### src/rtl/dw_lp_launch_pkg.sv
// dw_lp_launch_pkg
// Shared definitions for the low-power pipe launch controller:
//   state_t  : controller FSM states (IDLE, BUSY, DRAIN)
//   STATUS_W : width of the pipe status word carried with every result
package dw_lp_launch_pkg;

  localparam int STATUS_W = 8;

  typedef enum logic [1:0] {
    IDLE  = 2'd0,
    BUSY  = 2'd1,
    DRAIN = 2'd2
  } state_t;

endpackage

### src/rtl/dw_lp_launch_fifo.sv
// dw_lp_launch_fifo
// First-word-fall-through result buffer with registered storage.
// The head entry is presented on rd_data whenever empty is low.
// A push into a full buffer is accepted only when a pop happens on the
// same edge; otherwise it is ignored (the parent flags the overflow).
// Ports:
//   clk, rst        : clock, asynchronous active-high reset (empties buffer)
//   push, wr_data   : write request and data
//   pop             : remove head entry (ignored when empty)
//   rd_data         : head entry
//   full, empty     : occupancy flags
//   count           : number of stored entries (0..DEPTH)
module dw_lp_launch_fifo
  import dw_lp_launch_pkg::*;
#(
  parameter int W     = 8,
  parameter int DEPTH = 8
) (
  input  logic                     clk,
  input  logic                     rst,
  input  logic                     push,
  input  logic [W-1:0]             wr_data,
  input  logic                     pop,
  output logic [W-1:0]             rd_data,
  output logic                     full,
  output logic                     empty,
  output logic [$clog2(DEPTH):0]   count
);

  localparam int AW = $clog2(DEPTH);
  localparam int CW = AW + 1;

  logic [W-1:0]  mem [DEPTH];
  logic [AW-1:0] wr_ptr;
  logic [AW-1:0] rd_ptr;
  logic          do_push;
  logic          do_pop;

  assign full    = (count == CW'(DEPTH));
  assign empty   = (count == '0);
  assign do_pop  = pop && !empty;
  // A full buffer still takes a write when the head leaves on the same edge.
  assign do_push = push && (!full || do_pop);
  assign rd_data = mem[rd_ptr];

  // Storage needs no reset; validity is tracked by count.
  always_ff @(posedge clk) begin
    if (do_push) begin
      mem[wr_ptr] <= wr_data;
    end
  end

  always_ff @(posedge clk or posedge rst) begin
    if (rst) begin
      wr_ptr <= '0;
      rd_ptr <= '0;
      count  <= '0;
    end else begin
      if (do_push) begin
        wr_ptr <= wr_ptr + AW'(1);
      end
      if (do_pop) begin
        rd_ptr <= rd_ptr + AW'(1);
      end
      case ({do_push, do_pop})
        2'b10:   count <= count + CW'(1);
        2'b01:   count <= count - CW'(1);
        default: count <= count;
      endcase
    end
  end

endmodule

### src/rtl/dw_lp_pipe_launch_ctl.sv
// dw_lp_pipe_launch_ctl
// Launch/credit controller wrapped around a pipelined arithmetic unit.
// Operands are launched into the pipe with an incrementing tag, results
// are captured into a local FWFT buffer and handed downstream in order.
// Launches are only granted while every outstanding operation is
// guaranteed a slot in the result buffer.
// Ports:
//   clk, rst                          : clock, asynchronous active-high reset
//   req_valid/req_ready/req_a/req_rnd : upstream operand handshake
//   launch/launch_id/op_a/op_rnd      : launch strobe, tag and operand to pipe
//   pipe_full/pipe_ovf                : pipe status
//   accept_n                          : active-low result accept to pipe
//   arrive/arrive_id/push_out_n/z/status : pipe result side
//   rsp_valid/rsp_ready/rsp_z/rsp_status/rsp_id : downstream result handshake
//   flush_req/flush_done              : drain request and completion pulse
//   outstanding                       : launched but not yet captured ops
//   err_ovf/err_id                    : sticky error flags
// Build option: define DW_LP_LAUNCH_ID_CHECK_EN to compare every captured
// arrive_id against the oldest outstanding tag (err_id); otherwise err_id=0.
module dw_lp_pipe_launch_ctl
  import dw_lp_launch_pkg::*;
#(
  parameter int DATA_W     = 32,
  parameter int ID_W       = 8,
  parameter int FIFO_DEPTH = 8
) (
  input  logic                         clk,
  input  logic                         rst,
  input  logic                         req_valid,
  output logic                         req_ready,
  input  logic [DATA_W-1:0]            req_a,
  input  logic [2:0]                   req_rnd,
  output logic                         launch,
  output logic [ID_W-1:0]              launch_id,
  output logic [DATA_W-1:0]            op_a,
  output logic [2:0]                   op_rnd,
  input  logic                         pipe_full,
  input  logic                         pipe_ovf,
  output logic                         accept_n,
  input  logic                         arrive,
  input  logic [ID_W-1:0]              arrive_id,
  input  logic                         push_out_n,
  input  logic [DATA_W-1:0]            z,
  input  logic [STATUS_W-1:0]          status,
  output logic                         rsp_valid,
  input  logic                         rsp_ready,
  output logic [DATA_W-1:0]            rsp_z,
  output logic [STATUS_W-1:0]          rsp_status,
  output logic [ID_W-1:0]              rsp_id,
  input  logic                         flush_req,
  output logic                         flush_done,
  output logic [$clog2(FIFO_DEPTH):0]  outstanding,
  output logic                         err_ovf,
  output logic                         err_id
);

  localparam int CW = $clog2(FIFO_DEPTH) + 1;
  localparam int EW = DATA_W + STATUS_W + ID_W;

  state_t         state;
  logic [ID_W-1:0] id_cnt;
  logic           capture;
  logic           drop;
  logic           fifo_pop;
  logic           fifo_full;
  logic           fifo_empty;
  logic [CW-1:0]  fifo_count;
  logic [EW-1:0]  fifo_rd_data;
  logic [CW:0]    credit_used;
  logic           unused_arrive;

  // push_out_n alone qualifies a result; arrive carries no extra meaning here.
  assign unused_arrive = arrive;

  // Results with nothing outstanding are stale (e.g. launched before a reset).
  assign capture = !push_out_n && (outstanding != '0);
  assign fifo_pop = rsp_valid && rsp_ready;
  assign drop     = capture && fifo_full && !fifo_pop;

  // Every launched op must be guaranteed a buffer slot when it lands.
  assign credit_used = {1'b0, outstanding} + {1'b0, fifo_count};
  assign req_ready   = (state != DRAIN) && !flush_req && !pipe_full &&
                       (credit_used < (CW+1)'(FIFO_DEPTH));

  assign launch    = req_valid && req_ready;
  assign launch_id = id_cnt;
  assign op_a      = req_a;
  assign op_rnd    = req_rnd;
  assign accept_n  = fifo_full;
  assign rsp_valid = !fifo_empty;
  assign {rsp_z, rsp_status, rsp_id} = fifo_rd_data;

  dw_lp_launch_fifo #(
    .W     (EW),
    .DEPTH (FIFO_DEPTH)
  ) u_fifo (
    .clk     (clk),
    .rst     (rst),
    .push    (capture),
    .wr_data ({z, status, arrive_id}),
    .pop     (fifo_pop),
    .rd_data (fifo_rd_data),
    .full    (fifo_full),
    .empty   (fifo_empty),
    .count   (fifo_count)
  );

  always_ff @(posedge clk or posedge rst) begin
    if (rst) begin
      id_cnt      <= '0;
      outstanding <= '0;
      err_ovf     <= 1'b0;
    end else begin
      if (launch) begin
        id_cnt <= id_cnt + ID_W'(1);
      end
      case ({launch, capture})
        2'b10:   outstanding <= outstanding + CW'(1);
        2'b01:   outstanding <= outstanding - CW'(1);
        default: outstanding <= outstanding;
      endcase
      if (pipe_ovf || drop) begin
        err_ovf <= 1'b1;
      end
    end
  end

  // Controller FSM; flush_done is a registered one-cycle pulse issued as
  // DRAIN hands back to IDLE.
  always_ff @(posedge clk or posedge rst) begin
    if (rst) begin
      state      <= IDLE;
      flush_done <= 1'b0;
    end else begin
      flush_done <= 1'b0;
      case (state)
        IDLE: begin
          if (flush_req) begin
            state <= DRAIN;
          end else if (launch) begin
            state <= BUSY;
          end
        end
        BUSY: begin
          if (flush_req) begin
            state <= DRAIN;
          end else if ((outstanding == '0) && !launch) begin
            state <= IDLE;
          end
        end
        DRAIN: begin
          if ((outstanding == '0) && fifo_empty) begin
            state      <= IDLE;
            flush_done <= 1'b1;
          end
        end
        default: state <= IDLE;
      endcase
    end
  end

`ifdef DW_LP_LAUNCH_ID_CHECK_EN
  logic [ID_W-1:0] exp_id;

  // exp_id follows the oldest outstanding tag; results must land in order.
  always_ff @(posedge clk or posedge rst) begin
    if (rst) begin
      exp_id <= '0;
      err_id <= 1'b0;
    end else if (capture) begin
      if (arrive_id != exp_id) begin
        err_id <= 1'b1;
      end
      exp_id <= exp_id + ID_W'(1);
    end
  end
`else
  assign err_id = 1'b0;
`endif

endmodule

### config.mk
export PLATFORM = sky130hd
export DESIGN_NAME = dw_lp_pipe_launch_ctl
export DESIGN_NICKNAME = d
export VERILOG_FILES = /design/src/rtl/dw_lp_launch_pkg.sv /design/src/rtl/dw_lp_launch_fifo.sv /design/src/rtl/dw_lp_pipe_launch_ctl.sv
export SDC_FILE = /design/constraint.sdc
export NUM_CORES = 1
export LEC_CHECK = 0
export ABC_AREA = 1
export ABC_CLOCK_PERIOD_IN_PS = 14300
export CAP_MARGIN = 30
export CORE_MARGIN = 8
export CORE_UTILIZATION = 55
export CTS_CLUSTER_SIZE = 30
export DETAILED_ROUTE_END_ITERATION = 12
export GPL_TIMING_DRIVEN = 1
export HOLD_SLACK_MARGIN = 0.15
export PLACE_DENSITY = 0.78
export REMOVE_ABC_BUFFERS = 1
export SYNTH_ARGS = -nofsm -noshare
export SYNTH_HDL_FRONTEND = slang
export SYNTH_HIERARCHICAL = 1
export SYNTH_SLANG_ARGS = --single-unit
### constraint.sdc
create_clock -name clk -period 14.3 [get_ports clk]
set_input_delay 2.145 -clock clk [delete_from_list [all_inputs] [get_ports clk]]
set_output_delay 2.145 -clock clk [all_outputs]
set_load 0.02 [all_outputs]
# ---- Word-level counts from Yosys, hierarchy flattened
# Memory sizes are Yosys's and may differ from the RTL's.
# Cells that the tools add are included.
dict set report op_classes {
  n_lt_le_gt_ge 1
  bitwise_logic 0
  n_mul 0
  n_eq_ne 11
  reduce_logical 28
  n_shift 0
  n_mux 12
  add_sub_neg 8
  n_div 0
}
# cell count
set ops {}
lappend ops {{4-bit case mux with 2 select lines} 2}
lappend ops {{1-bit logical AND} 12}
lappend ops {{2-bit two-way mux} 5}
lappend ops {{4-bit by 1-bit adder with 4-bit output (second input constant)} 2}
lappend ops {{8-bit by 1-bit adder with 8-bit output (second input constant)} 1}
lappend ops {{4-bit zero test} 2}
lappend ops {{4-bit by 1-bit subtractor with 4-bit output (second input constant)} 2}
lappend ops {{1-bit zero test} 7}
lappend ops {{3-bit by 1-bit adder with 3-bit output (second input constant)} 2}
lappend ops {{2-bit by 1-bit == test with 1-bit output (second input constant)} 3}
lappend ops {{2-bit == test (second input constant)} 3}
lappend ops {{3-bit inequality test (second input constant)} 2}
lappend ops {{2-bit case mux with 3 select lines} 1}
lappend ops {{4-bit by 4-bit adder with 5-bit output} 1}
lappend ops {{5-bit by 4-bit less-than comparator with 1-bit output (second input constant)} 1}
lappend ops {{4-bit == test (second input constant)} 1}
lappend ops {{1-bit two-way mux} 4}
lappend ops {{2-bit inequality test (second input constant)} 2}
lappend ops {{2-bit nonzero test} 2}
lappend ops {{4-bit nonzero test} 1}
lappend ops {{3-bit AND reduction} 1}
lappend ops {{2-bit zero test} 1}
lappend ops {{1-bit logical OR} 2}
dict set report word_totals {
  output_inout_bits 102
  rom_bits 0
  reg_bits 26
  mem_bits_rw 384
  input_bits 92
  latch_bits 0
  mem_count 1
}
# memory depth word_bits read_ports rd_clocked_by_memory_dff wr line
set memory_table {}
lappend memory_table {u_fifo.mem 8 48 1 0 1 dw_lp_launch_fifo.sv:33} ;# logic [W-1:0] mem [DEPTH];

# ---- Longest topological paths before layout
# Gate-level depths: netlist (run 1).
dict set report logic_depth {
  word_depth 10
  ltp_mapped 16
  depth_no_buf 16
}

# ---- Hierarchy
# The synthesis (run 1) kept the hierarchy.
# mod area_each_um2 instances cells_per_inst
set modules_own_cells {}
lappend modules_own_cells {dw_lp_launch_fifo 15558.7 1 1151}
lappend modules_own_cells {dw_lp_pipe_launch_ctl 1257.5 1 157}

# ---- Worst setup path after synthesis (run 1)
# No wires, ideal clock.
dict set report synth_timing {
  path_type {in2reg}
  startpoint {in push_out_n}
  endpoint {mem u_fifo/mem[0][0] (netlist bit) (enable)}
  t_arrival_ps 5997
  setup_time_ps 513
  stages 3
  path_buffers 0
  path_slack_ps 7790
  cell_sequence {nor2_1 -> nand3b_1 -> nor3_1}
}
dict set report synth_via {
  elab_chain_len 5
}
# item line
set synth_rtl {}
lappend synth_rtl {{from (decl)} dw_lp_pipe_launch_ctl.sv:42} ;# input logic push_out_n,
lappend synth_rtl {{1-bit zero test} dw_lp_pipe_launch_ctl.sv:76} ;# assign capture = !push_out_n && (outstanding != '0);
lappend synth_rtl {{1-bit logical AND} dw_lp_pipe_launch_ctl.sv:76}
lappend synth_rtl {{1-bit logical AND} dw_lp_launch_fifo.sv:43} ;# assign do_push = push && (!full || do_pop);
lappend synth_rtl {{1-bit two-way mux} dw_lp_launch_fifo.sv:48} ;# if (do_push) begin
lappend synth_rtl {{1-bit two-way mux (not written as such)} dw_lp_launch_fifo.sv:49} ;# mem[wr_ptr] <= wr_data;
lappend synth_rtl {{to (decl)} dw_lp_launch_fifo.sv:33}
# Every way passes these cells.

# ---- Worst setup path in the final report (run 1)
dict set report layout_timing {
  startpoint {in flush_req}
  endpoint {out launch}
}
dict set report layout_via {
  elab_chain_len 5
}
# item line
set layout_rtl {}
lappend layout_rtl {{from (decl)} dw_lp_pipe_launch_ctl.sv:50} ;# input logic flush_req,
lappend layout_rtl {{1-bit zero test} dw_lp_pipe_launch_ctl.sv:82} ;# assign req_ready = (state != DRAIN) && !flush_req && !pipe_full &&
lappend layout_rtl {{1-bit logical AND (3 in series)} dw_lp_pipe_launch_ctl.sv:82}
lappend layout_rtl {{1-bit logical AND} dw_lp_pipe_launch_ctl.sv:85} ;# assign launch = req_valid && req_ready;
lappend layout_rtl {{to (decl)} dw_lp_pipe_launch_ctl.sv:33} ;# output logic launch,
# Every way passes these cells.

==> flow_metrics.env, run 1 <==
export IMPL_cap_viol_max_count=0
export IMPL_slew_viol_final=0
export IMPL_drt_iter0_drc=724
export IMPL_drt_pre_antenna_iters=5
export IMPL_status="complete, no violations"
export IMPL_synth_main_ff_cell="edfxtp_1"
export IMPL_r2r_end="u_fifo/mem[6][2]"
export IMPL_start_kind="input pin"
export IMPL_worstPathRequired_ns=12.15
export IMPL_power_density_nw_per_um2=218
export IMPL_clock_root_buffer="clkbuf_16"
export IMPL_grt_pass1_vias=10100
export IMPL_initial_utilization=0.554
export IMPL_p_comb_frac=0.369
export IMPL_core_area_sq_um=30300
export IMPL_io_pins=194
export IMPL_p_int_uw=2710
export IMPL_avgViaCountPerCell=5.53
export IMPL_fin_crit_sh=0.421
export IMPL_p_sw_uw=1520
export IMPL_postSynthCellCount=1308
export IMPL_wl_microns=34700
export IMPL_synth_ff_latch_count=410
export IMPL_final_util=0.640
export IMPL_final_seq_area_sq_um=12200
export IMPL_fin_worst_skew_ns=0.0153
export IMPL_grt_start_max_net_pins=113
export IMPL_arrival_ns=3.87
export IMPL_area_growth_pct=15.5
export IMPL_cts_clk_slew_worst_paths_ns=0.06
export IMPL_critical_path_class="in2out"
export IMPL_std_cell_rows=64
export IMPL_drive_gt1_frac=0.0739
export IMPL_numClockSinks=410
export IMPL_die_area_sq_um=36400
export IMPL_synth_edff_count=384
export IMPL_ctsHoldBuffers=0
export IMPL_numCtsBuffers=41
export IMPL_hp_class="reg2reg"
export IMPL_tightest_slew_ns=0.825
export IMPL_post_cts_resize_count=0
export IMPL_multi_input_area_sq_um=3860
export IMPL_cts_tree="built"
export IMPL_placement_io_buffers=121
export IMPL_drtAntennaViolNets=0
export IMPL_die_w_microns=191
export IMPL_reg2reg_from="outstanding[0]"
export IMPL_antenna_found_initial=4
export IMPL_rrSetupSlack_ns=11.00
export IMPL_routedWlPerCell_microns=19.1
export IMPL_finalHoldViolations=0
export IMPL_rsz0062_at_grt="no"
export IMPL_grt_ovfl_total=0
export IMPL_r2r_cells=7
export IMPL_finalCriticalPeriod_ns=6.02
export IMPL_ys_seq_area_frac=0.724
export IMPL_p_sw_frac=0.359
export IMPL_drcViolationCount=0
export IMPL_path_max_fanout=11
export IMPL_pwr_share_seq=0.386
export IMPL_clkLatencyLatePin_ns=0.53
export IMPL_dpl_hpwl_microns=19000
export IMPL_syn_avg_cell_area_sq_um=12.9
export IMPL_fill_cells=2134
export IMPL_setup_ws_ns=8.28
export IMPL_setup_viol=0
export IMPL_p_total_uw=4220
export IMPL_grt_pass1_wl_microns=54500
export IMPL_gp_congestion=0.754
export IMPL_fmax_mhz=166
export IMPL_crit_end="launch"
export IMPL_power_leakage_uw=0.00696
export IMPL_nNetsFinal=1493
export IMPL_max_vdd_ir_drop_mv=0.123
export IMPL_slew_limit_headroom=0.450
export IMPL_post_cts_buffers=0
export IMPL_end_kind="output port"
export IMPL_post_place_ws_ns=8.27
export IMPL_clock_path_buffers=3
export IMPL_clkPwrFrac=0.245
export IMPL_vias=10000
export IMPL_grt_usage=0.190
export IMPL_synthArstFlopShare=0.0634
export IMPL_ys_warn_count=6
export IMPL_crit_start="flush_req"
export IMPL_syn_area_sq_um=16800
export IMPL_fp_dieH_microns=191
export IMPL_h_tree_depth=2
export IMPL_fin_setup_tns_ns=0
export IMPL_yosysUniqueCellTypes=35
-- power by group through the flow --
stage / Sequential, uW / Clock (uW) / Combinational (uW)
5_1_grt: 1650 / 1100 / 1720
2_1_floorplan: 1720 / 0 / 898
3_5_place_dp: 1650 / 0 / 1560
6_report: 1630 / 1030 / 1560
4_1_cts: 1630 / 1050 / 1570
3_3_place_gp: 1640 / 0 / 1510
-- how the worst min path moves through the flow --
stage	startpoint	endpoint	slack, ns	cells past startpoint
after floorplan	state[1]	state[1]	0.48	1
final	err_ovf	err_ovf	0.47	2
after global placement	err_ovf	err_ovf	0.46	2
after CTS	err_ovf	err_ovf	0.48	2
after detailed placement	err_ovf	err_ovf	0.46	2
after global routing	err_ovf	err_ovf	0.51	2
-- metal layers --
layer | share of wire | vias to the layer above | track usage
met3 | 0.083 | 58 | 0.0540
met5 | 0.0020 | - | 0.00960
met4 | 0.020 | 8 | 0.0525
li1 | - | 4797 | -
met2 | 0.48 | 336 | 0.308
met1 | 0.42 | 4848 | 0.248
-- worst max-delay path, stage by stage --
cell             delay, ns
clkdlybuf4s50_1       0.45
nor2_2                0.13
nand2_2               0.07
nor2_4                0.10
nand2_2               0.09
nor2_4                0.23
clkdlybuf4s50_1       0.66
-- logic make-up (layout without fill, tap and decap cells) --
family	after synthesis	after routing	share of synthesized area
buffers and inverters	138	250	0.0490
xor gates and xnor gates	12	12	0.00625
muxes	49	49	0.0292
and+or+nand+nor	430	430	0.101
DFF	410	410	0.724
adders and majority gates	13	13	0.0106
other	1	3	0.000223
AOI/OAI and AO/OA	255	255	0.0798
-- through the flow --
step,hold slack (ns),instances,cell area (sq um)
finish,0.474,1818,19400
global route,0.513,1817,19400
CTS,0.476,1814,19400
detailed placement,0.458,1739,18000
global placement,0.457,1738,18000
floorplan,0.478,1204,16100
-- cells in the final DEF (no fill, tap or decap), drive strengths merged --
master,count
inv,35
clkdlybuf4s50,121
o211ai,1
nor2,208
bufinv,4
conb,1
clkinvlp,1
edfxtp,384
a21oi,4
o22ai,48
nand4,2
xor2,10
nand3,19
o21ai,201
mux2i,48
clkbuf,47
nand2,192
buf,20
fa,2
ha,11
clkinv,22
diode,2
dfrtp,26
xnor2,2
o21bai,1
nor3,7
mux2,1
nand3b,2
-- registers in the layout (all words and copies together) (netlist names) --
name           count
u_fifo/rd_ptr      3
err_ovf            1
launch_id          8
u_fifo/mem       384
state              2
outstanding        4
u_fifo/wr_ptr      3
u_fifo/count       4
flush_done         1
-- area by class of cell --
type | count | area share
sequential | 410 | 0.628
multi-input combinational | 760 | 0.199
timing repair buffer | 141 | 0.0732
clock buffer | 47 | 0.0540
tap | 396 | 0.0255
clock inverter | 28 | 0.0138
inverter | 34 | 0.00670
antenna | 2 | 0.000258
-- cells in the mapped netlist, drive strengths merged, types with 2 or more instances --
cell type	n	area, sq um
inv	34	128
o22ai	48	300
nand3b	2	15.0
mux2i	48	480
xor2	10	87.6
ha	11	138
xnor2	2	17.5
nand2	192	731
edfxtp	384	11500
dfrtp	26	651
nor2	208	798
nand4	2	12.5
clkbuf	32	123
buf	72	573
a21oi	4	20.0
o21ai	201	1010
fa	2	40.0
nor3	7	35.0
nand3	19	100
Power figures use the tool's default switching activity.
==> run 2: changes to the inputs <==
ABC_CLOCK_PERIOD_IN_PS = 5950   (was 14300)
clock period = 5.95 ns   (was 14.3 ns; I/O delays follow)
==> run 2 against run 1 <==
Against the previous run:
- clock-buffer cell count grew 2
- register-to-register slack got worse by 8.4 ns
- sequential cell count did not move
- sequential share of layout area grew 0.40 points
- critical path type is now reg2out
==> flow_metrics.env, run 2 (synthesis results as in run 1) <==
export IMPL_reg2reg_from="u_fifo/count[1]"
export IMPL_drcViolationCount=0
export IMPL_fill_cells=2153
export IMPL_std_cell_rows=64
export IMPL_crit_start="u_fifo/rd_ptr[0]"
export IMPL_final_common_cell="edfxtp_1"
export IMPL_final_seq_area_sq_um=12200
export IMPL_hp_class="reg2reg"
export IMPL_dpl_hpwl_microns=19500
export IMPL_crit_end="rsp_z[18]"
export IMPL_drt_pre_antenna_iters=5
export IMPL_drtAntennaViolNets=0
export IMPL_worstPathRequired_ns=5.06
export IMPL_placed_cells=1740
export IMPL_post_cts_buffers=0
export IMPL_critical_path_class="reg2out"
export IMPL_setup_viol=0
export IMPL_io_pins=194
export IMPL_grt_pass1_wl_microns=55500
export IMPL_status="complete, no violations"
export IMPL_power_leakage_uw=0.00690
export IMPL_multi_input_area_sq_um=3860
export IMPL_cts_tree="built"
export IMPL_grt_ovfl_total=0
export IMPL_numCtsBuffers=40
export IMPL_die_area_sq_um=36400
export IMPL_fin_setup_tns_ns=0
export IMPL_tightest_slew_ns=0.968
export IMPL_cts_clk_slew_worst_paths_ns=0.06
export IMPL_vias=10100
export IMPL_core_area_sq_um=30300
export IMPL_grt_start_max_net_pins=121
export IMPL_clock_path_buffers=3
export IMPL_fin_crit_sh=0.754
export IMPL_top_register="u_fifo/mem"
export IMPL_fp_dieH_microns=191
export IMPL_slew_limit_headroom=0.354
export IMPL_largest_register_ffs=384
export IMPL_numClockSinks=410
export IMPL_fin_worst_skew_ns=0.0119
export IMPL_r2r_cells=11
export IMPL_post_cts_resize_count=0
export IMPL_hold_slack_ns=0.469
export IMPL_avgViaCountPerCell=5.58
export IMPL_path_max_fanout=86
export IMPL_wl_microns=35800
export IMPL_initial_utilization=0.554
export IMPL_die_w_microns=191
export IMPL_area_growth_pct=14.8
export IMPL_slew_viol_final=0
export IMPL_arrival_ns=3.59
export IMPL_finalHoldViolations=0
export IMPL_rsz0062_at_grt="no"
export IMPL_routedWlPerCell_microns=19.7
export IMPL_antenna_found_initial=4
export IMPL_finalCriticalPeriod_ns=4.49
export IMPL_fmax_mhz=223
export IMPL_fin_cells=1814
export IMPL_clock_root_buffer="clkbuf_16"
export IMPL_placement_io_buffers=121
export IMPL_max_vdd_ir_drop_mv=0.318
export IMPL_final_cell_mix="384 x edfxtp_1, 201 x nor2_1, 188 x nand2_1"
export IMPL_start_kind="flop"
export IMPL_cap_viol_max_count=0
export IMPL_end_kind="output port"
export IMPL_grt_usage=0.195
export IMPL_rrSetupSlack_ns=2.63
export IMPL_power_density_nw_per_um2=519
export IMPL_r2r_end="u_fifo/mem[2][27]"
export IMPL_h_tree_depth=2
export IMPL_ctsHoldBuffers=0
export IMPL_clkLatencyLatePin_ns=0.52
export IMPL_gp_congestion=0.755
export IMPL_nNetsFinal=1491
export IMPL_drt_iter0_drc=705
export IMPL_drive_gt1_frac=0.0713
export IMPL_grt_pass1_vias=10200
run 2: cell count changes in the layout (fill, tap and decap cells not counted), sizes merged:
cell / delta
inv: +1
clkinvlp: +1
clkbuf: +2
bufinv: -2
clkinv: -4
diode: -1
buf: -1
run 2: layout make-up:
cell class,instances,area share
multi-input cells,760,0.200
flip-flops and latches,410,0.632
inverters,34,0.00674
repair buffers,140,0.0715
diodes,1,0.000130
clock buffers,49,0.0547
clock inverters,24,0.00947
well taps,396,0.0257
run 2: metal layers:
| layer | vias up | share of wire | track usage |
|---|---|---|---|
| met1 | 4968 | 0.42 | 0.253 |
| met2 | 308 | 0.49 | 0.319 |
| met5 | - | 0.0019 | 0.00960 |
| li1 | 4783 | - | - |
| met3 | 62 | 0.074 | 0.0510 |
| met4 | 8 | 0.020 | 0.0564 |
run 2: worst min-delay path by stage:
stage / from / end / slack [ns] / depth (start not counted)
floorplan: state[1] / state[1] / 0.48 / 1
global placement: err_ovf / err_ovf / 0.46 / 2
detailed placement: err_ovf / err_ovf / 0.45 / 2
CTS: err_ovf / err_ovf / 0.48 / 2
global route: err_ovf / err_ovf / 0.49 / 2
finish: err_ovf / err_ovf / 0.47 / 2
run 2: where the power goes:
group / switching [uW] / leakage [uW] / internal [uW] / total, uW
clock network: 1010 / 0.000609 / 1360 / 2370
logic: 2320 / 0.00250 / 1390 / 3710
registers: 303 / 0.00379 / 3630 / 3940
total: 3640 / 0.00690 / 6380 / 10000
run 2: critical path, cell delays in order (launching register included):
cell and delay, ns:
dfrtp_4 0.77, inv_4 0.82, buf_12 0.36, nor2_1 0.08, o22ai_1 0.19, nand2_1 0.07, nand2_1 0.14, clkdlybuf4s50_1 0.62
run 2: through the flow:
stage           util  cell area, sq um  power (uW)  setup WS, ns
2_1_floorplan      -             16100        6300         -1.38
5_1_grt        0.636             19300       10600          1.25
4_1_cts        0.636             19300       10100          1.42
6_report       0.636             19300       10000          1.46
3_5_place_dp   0.595             18100        7710          1.98
3_3_place_gp   0.595             18100        7600          2.04
==> run 3: changes to the inputs <==
ABC_CLOCK_PERIOD_IN_PS = 4300   (was 5950)
clock period = 4.3 ns   (was 5.95 ns; I/O delays follow)
==> run 3 against run 2 <==
Against the previous run:
- via count rose by 0.85%
- first-iteration DRC count rose by 14%
- critical path depth rose by 1
- clock skew fell by 0.0038 ns
- critical endpoint is now rsp_z[25]
- worst hold slack got worse by 0.018 ns
- non-clock buffer count rose by 8
- register-to-register slack got worse by 1.2 ns
- sequential cell count did not move
- final cell count rose by 0.33%
- critical path type unchanged
- power rose by 39%
- largest power group unchanged
- highest routed layer unchanged
- global-route usage fell by 0.15 points
==> flow_metrics.env, run 3 (synthesis results as in run 1) <==
export IMPL_rrSetupSlack_ns=1.42
export IMPL_avgViaCountPerCell=5.61
export IMPL_die_w_microns=191
export IMPL_cts_clk_slew_worst_paths_ns=0.06
export IMPL_clkPwrFrac=0.236
export IMPL_io_pins=194
export IMPL_numClockSinks=410
export IMPL_finalCriticalPeriod_ns=3.85
export IMPL_pwr_share_seq=0.389
export IMPL_numCtsBuffers=40
export IMPL_gp_congestion=0.759
export IMPL_grt_start_max_net_pins=99
export IMPL_power_density_nw_per_um2=719
export IMPL_vias=10200
export IMPL_drcViolationCount=0
export IMPL_area_growth_pct=15.5
export IMPL_reg2reg_from="u_fifo/count[1]"
export IMPL_post_place_ws_ns=0.980
export IMPL_clkLatencyLatePin_ns=0.51
export IMPL_grt_pass1_wl_microns=55500
export IMPL_clock_path_buffers=3
export IMPL_slew_viol_final=0
export IMPL_path_max_fanout=54
export IMPL_drt_iter0_drc=802
export IMPL_wl_microns=35300
export IMPL_critical_path_class="reg2out"
export IMPL_max_vdd_ir_drop_mv=0.413
export IMPL_h_tree_depth=2
export IMPL_r2r_cells=11
export IMPL_grt_pass1_vias=10300
export IMPL_stdcell_area_sq_um=19400
export IMPL_grt_usage=0.193
export IMPL_dpl_hpwl_microns=19900
export IMPL_tightest_slew_ns=0.819
export IMPL_placed_cell_area_sq_um=18200
export IMPL_arrival_ns=3.20
export IMPL_routedWlPerCell_microns=19.4
export IMPL_finalHoldViolations=0
export IMPL_cap_viol_max_count=0
export IMPL_drive_gt1_frac=0.0745
export IMPL_final_cell_mix="384 x edfxtp_1, 201 x nor2_1, 188 x nand2_1"
export IMPL_std_cell_rows=64
export IMPL_hp_class="in2async"
export IMPL_core_area_sq_um=30300
export IMPL_die_area_sq_um=36400
export IMPL_slew_limit_headroom=0.454
export IMPL_fin_cells=1820
export IMPL_fmax_mhz=260
export IMPL_ctsHoldBuffers=0
export IMPL_nNetsFinal=1499
export IMPL_initial_utilization=0.554
export IMPL_placement_io_buffers=121
export IMPL_placed_cells=1747
export IMPL_p_total_uw=14000
export IMPL_fin_setup_tns_ns=0
export IMPL_drt_pre_antenna_iters=5
export IMPL_final_common_cell="edfxtp_1"
export IMPL_fin_worst_skew_ns=0.00809
export IMPL_status="complete, no violations"
export IMPL_fin_crit_sh=0.895
export IMPL_p_int_uw=8960
export IMPL_r2r_end="u_fifo/mem[6][2]"
export IMPL_end_kind="output port"
export IMPL_setup_ws_ns=0.452
export IMPL_power_leakage_uw=0.00695
export IMPL_top_register="u_fifo/mem"
export IMPL_antenna_found_initial=3
export IMPL_post_cts_resize_count=0
export IMPL_p_sw_frac=0.359
export IMPL_worstPathRequired_ns=3.65
export IMPL_largest_register_ffs=384
export IMPL_cts_tree="built"
export IMPL_drtAntennaViolNets=0
export IMPL_grt_ovfl_total=0
export IMPL_start_kind="flop"
export IMPL_clock_root_buffer="clkbuf_16"
export IMPL_crit_start="u_fifo/rd_ptr[0]"
export IMPL_p_sw_uw=5020
export IMPL_p_comb_frac=0.375
export IMPL_fp_dieH_microns=191
export IMPL_crit_end="rsp_z[25]"
export IMPL_rsz0062_at_grt="no"
export IMPL_post_cts_buffers=0
export IMPL_fill_cells=2095
export IMPL_setup_viol=0
==> run 3: final cells by class <==
| cell class | count | area, sq um | area share |
|---|---|---|---|
| inverters | 34 | 130 | 0.00670 |
| multi-input cells | 760 | 3860 | 0.199 |
| clock inverters | 24 | 199 | 0.0102 |
| clock buffers | 47 | 1050 | 0.0540 |
| flip-flops and latches | 410 | 12200 | 0.627 |
| diodes | 1 | 2.50 | 0.000129 |
| well taps | 396 | 495 | 0.0255 |
| repair buffers | 148 | 1500 | 0.0773 |
==> run 3: metrics by stage <==
step                      hold slack, ns   util
after floorplan                    0.478      -
after global placement             0.455  0.598
after detailed placement           0.452  0.598
after CTS                          0.449  0.639
after global routing               0.486  0.640
final                              0.451  0.640
==> run 3: power by group through the flow <==
stage / logic, uW / clock network, uW / registers [uW]
floorplan: 2980 / 0 / 5730
global placement: 5110 / 0 / 5490
detailed placement: 5250 / 0 / 5510
CTS: 5290 / 3360 / 5440
global route: 5760 / 3520 / 5500
finish: 5240 / 3300 / 5440
==> run 3: how the worst min path moves through the flow <==
stage	slack (ns)	end	startpoint
6_report	0.45	u_fifo/count[3]	rst
5_1_grt	0.49	u_fifo/count[3]	rst
4_1_cts	0.45	u_fifo/count[0]	rst
3_5_place_dp	0.45	err_ovf	err_ovf
3_3_place_gp	0.45	err_ovf	err_ovf
2_1_floorplan	0.48	state[1]	state[1]
==> run 3: per-layer routing <==
metal / vias up / part of all wire / global-route usage
met2: 364 / 0.48 / 0.319
met3: 64 / 0.084 / 0.0530
met1: 4980 / 0.41 / 0.247
met5: - / 0.0016 / 0.00960
met4: 6 / 0.022 / 0.0585
li1: 4801 / - / -
==> run 3: worst max-delay path: stages (launching register included) <==
cell and delay (ns):
dfrtp_4 0.90, buf_4 0.58, nor2_1 0.10, nor2_1 0.10, o21ai_0 0.11, o21ai_1 0.09, nand2_1 0.07, nand2_1 0.11
clkdlybuf4s50_1 0.61
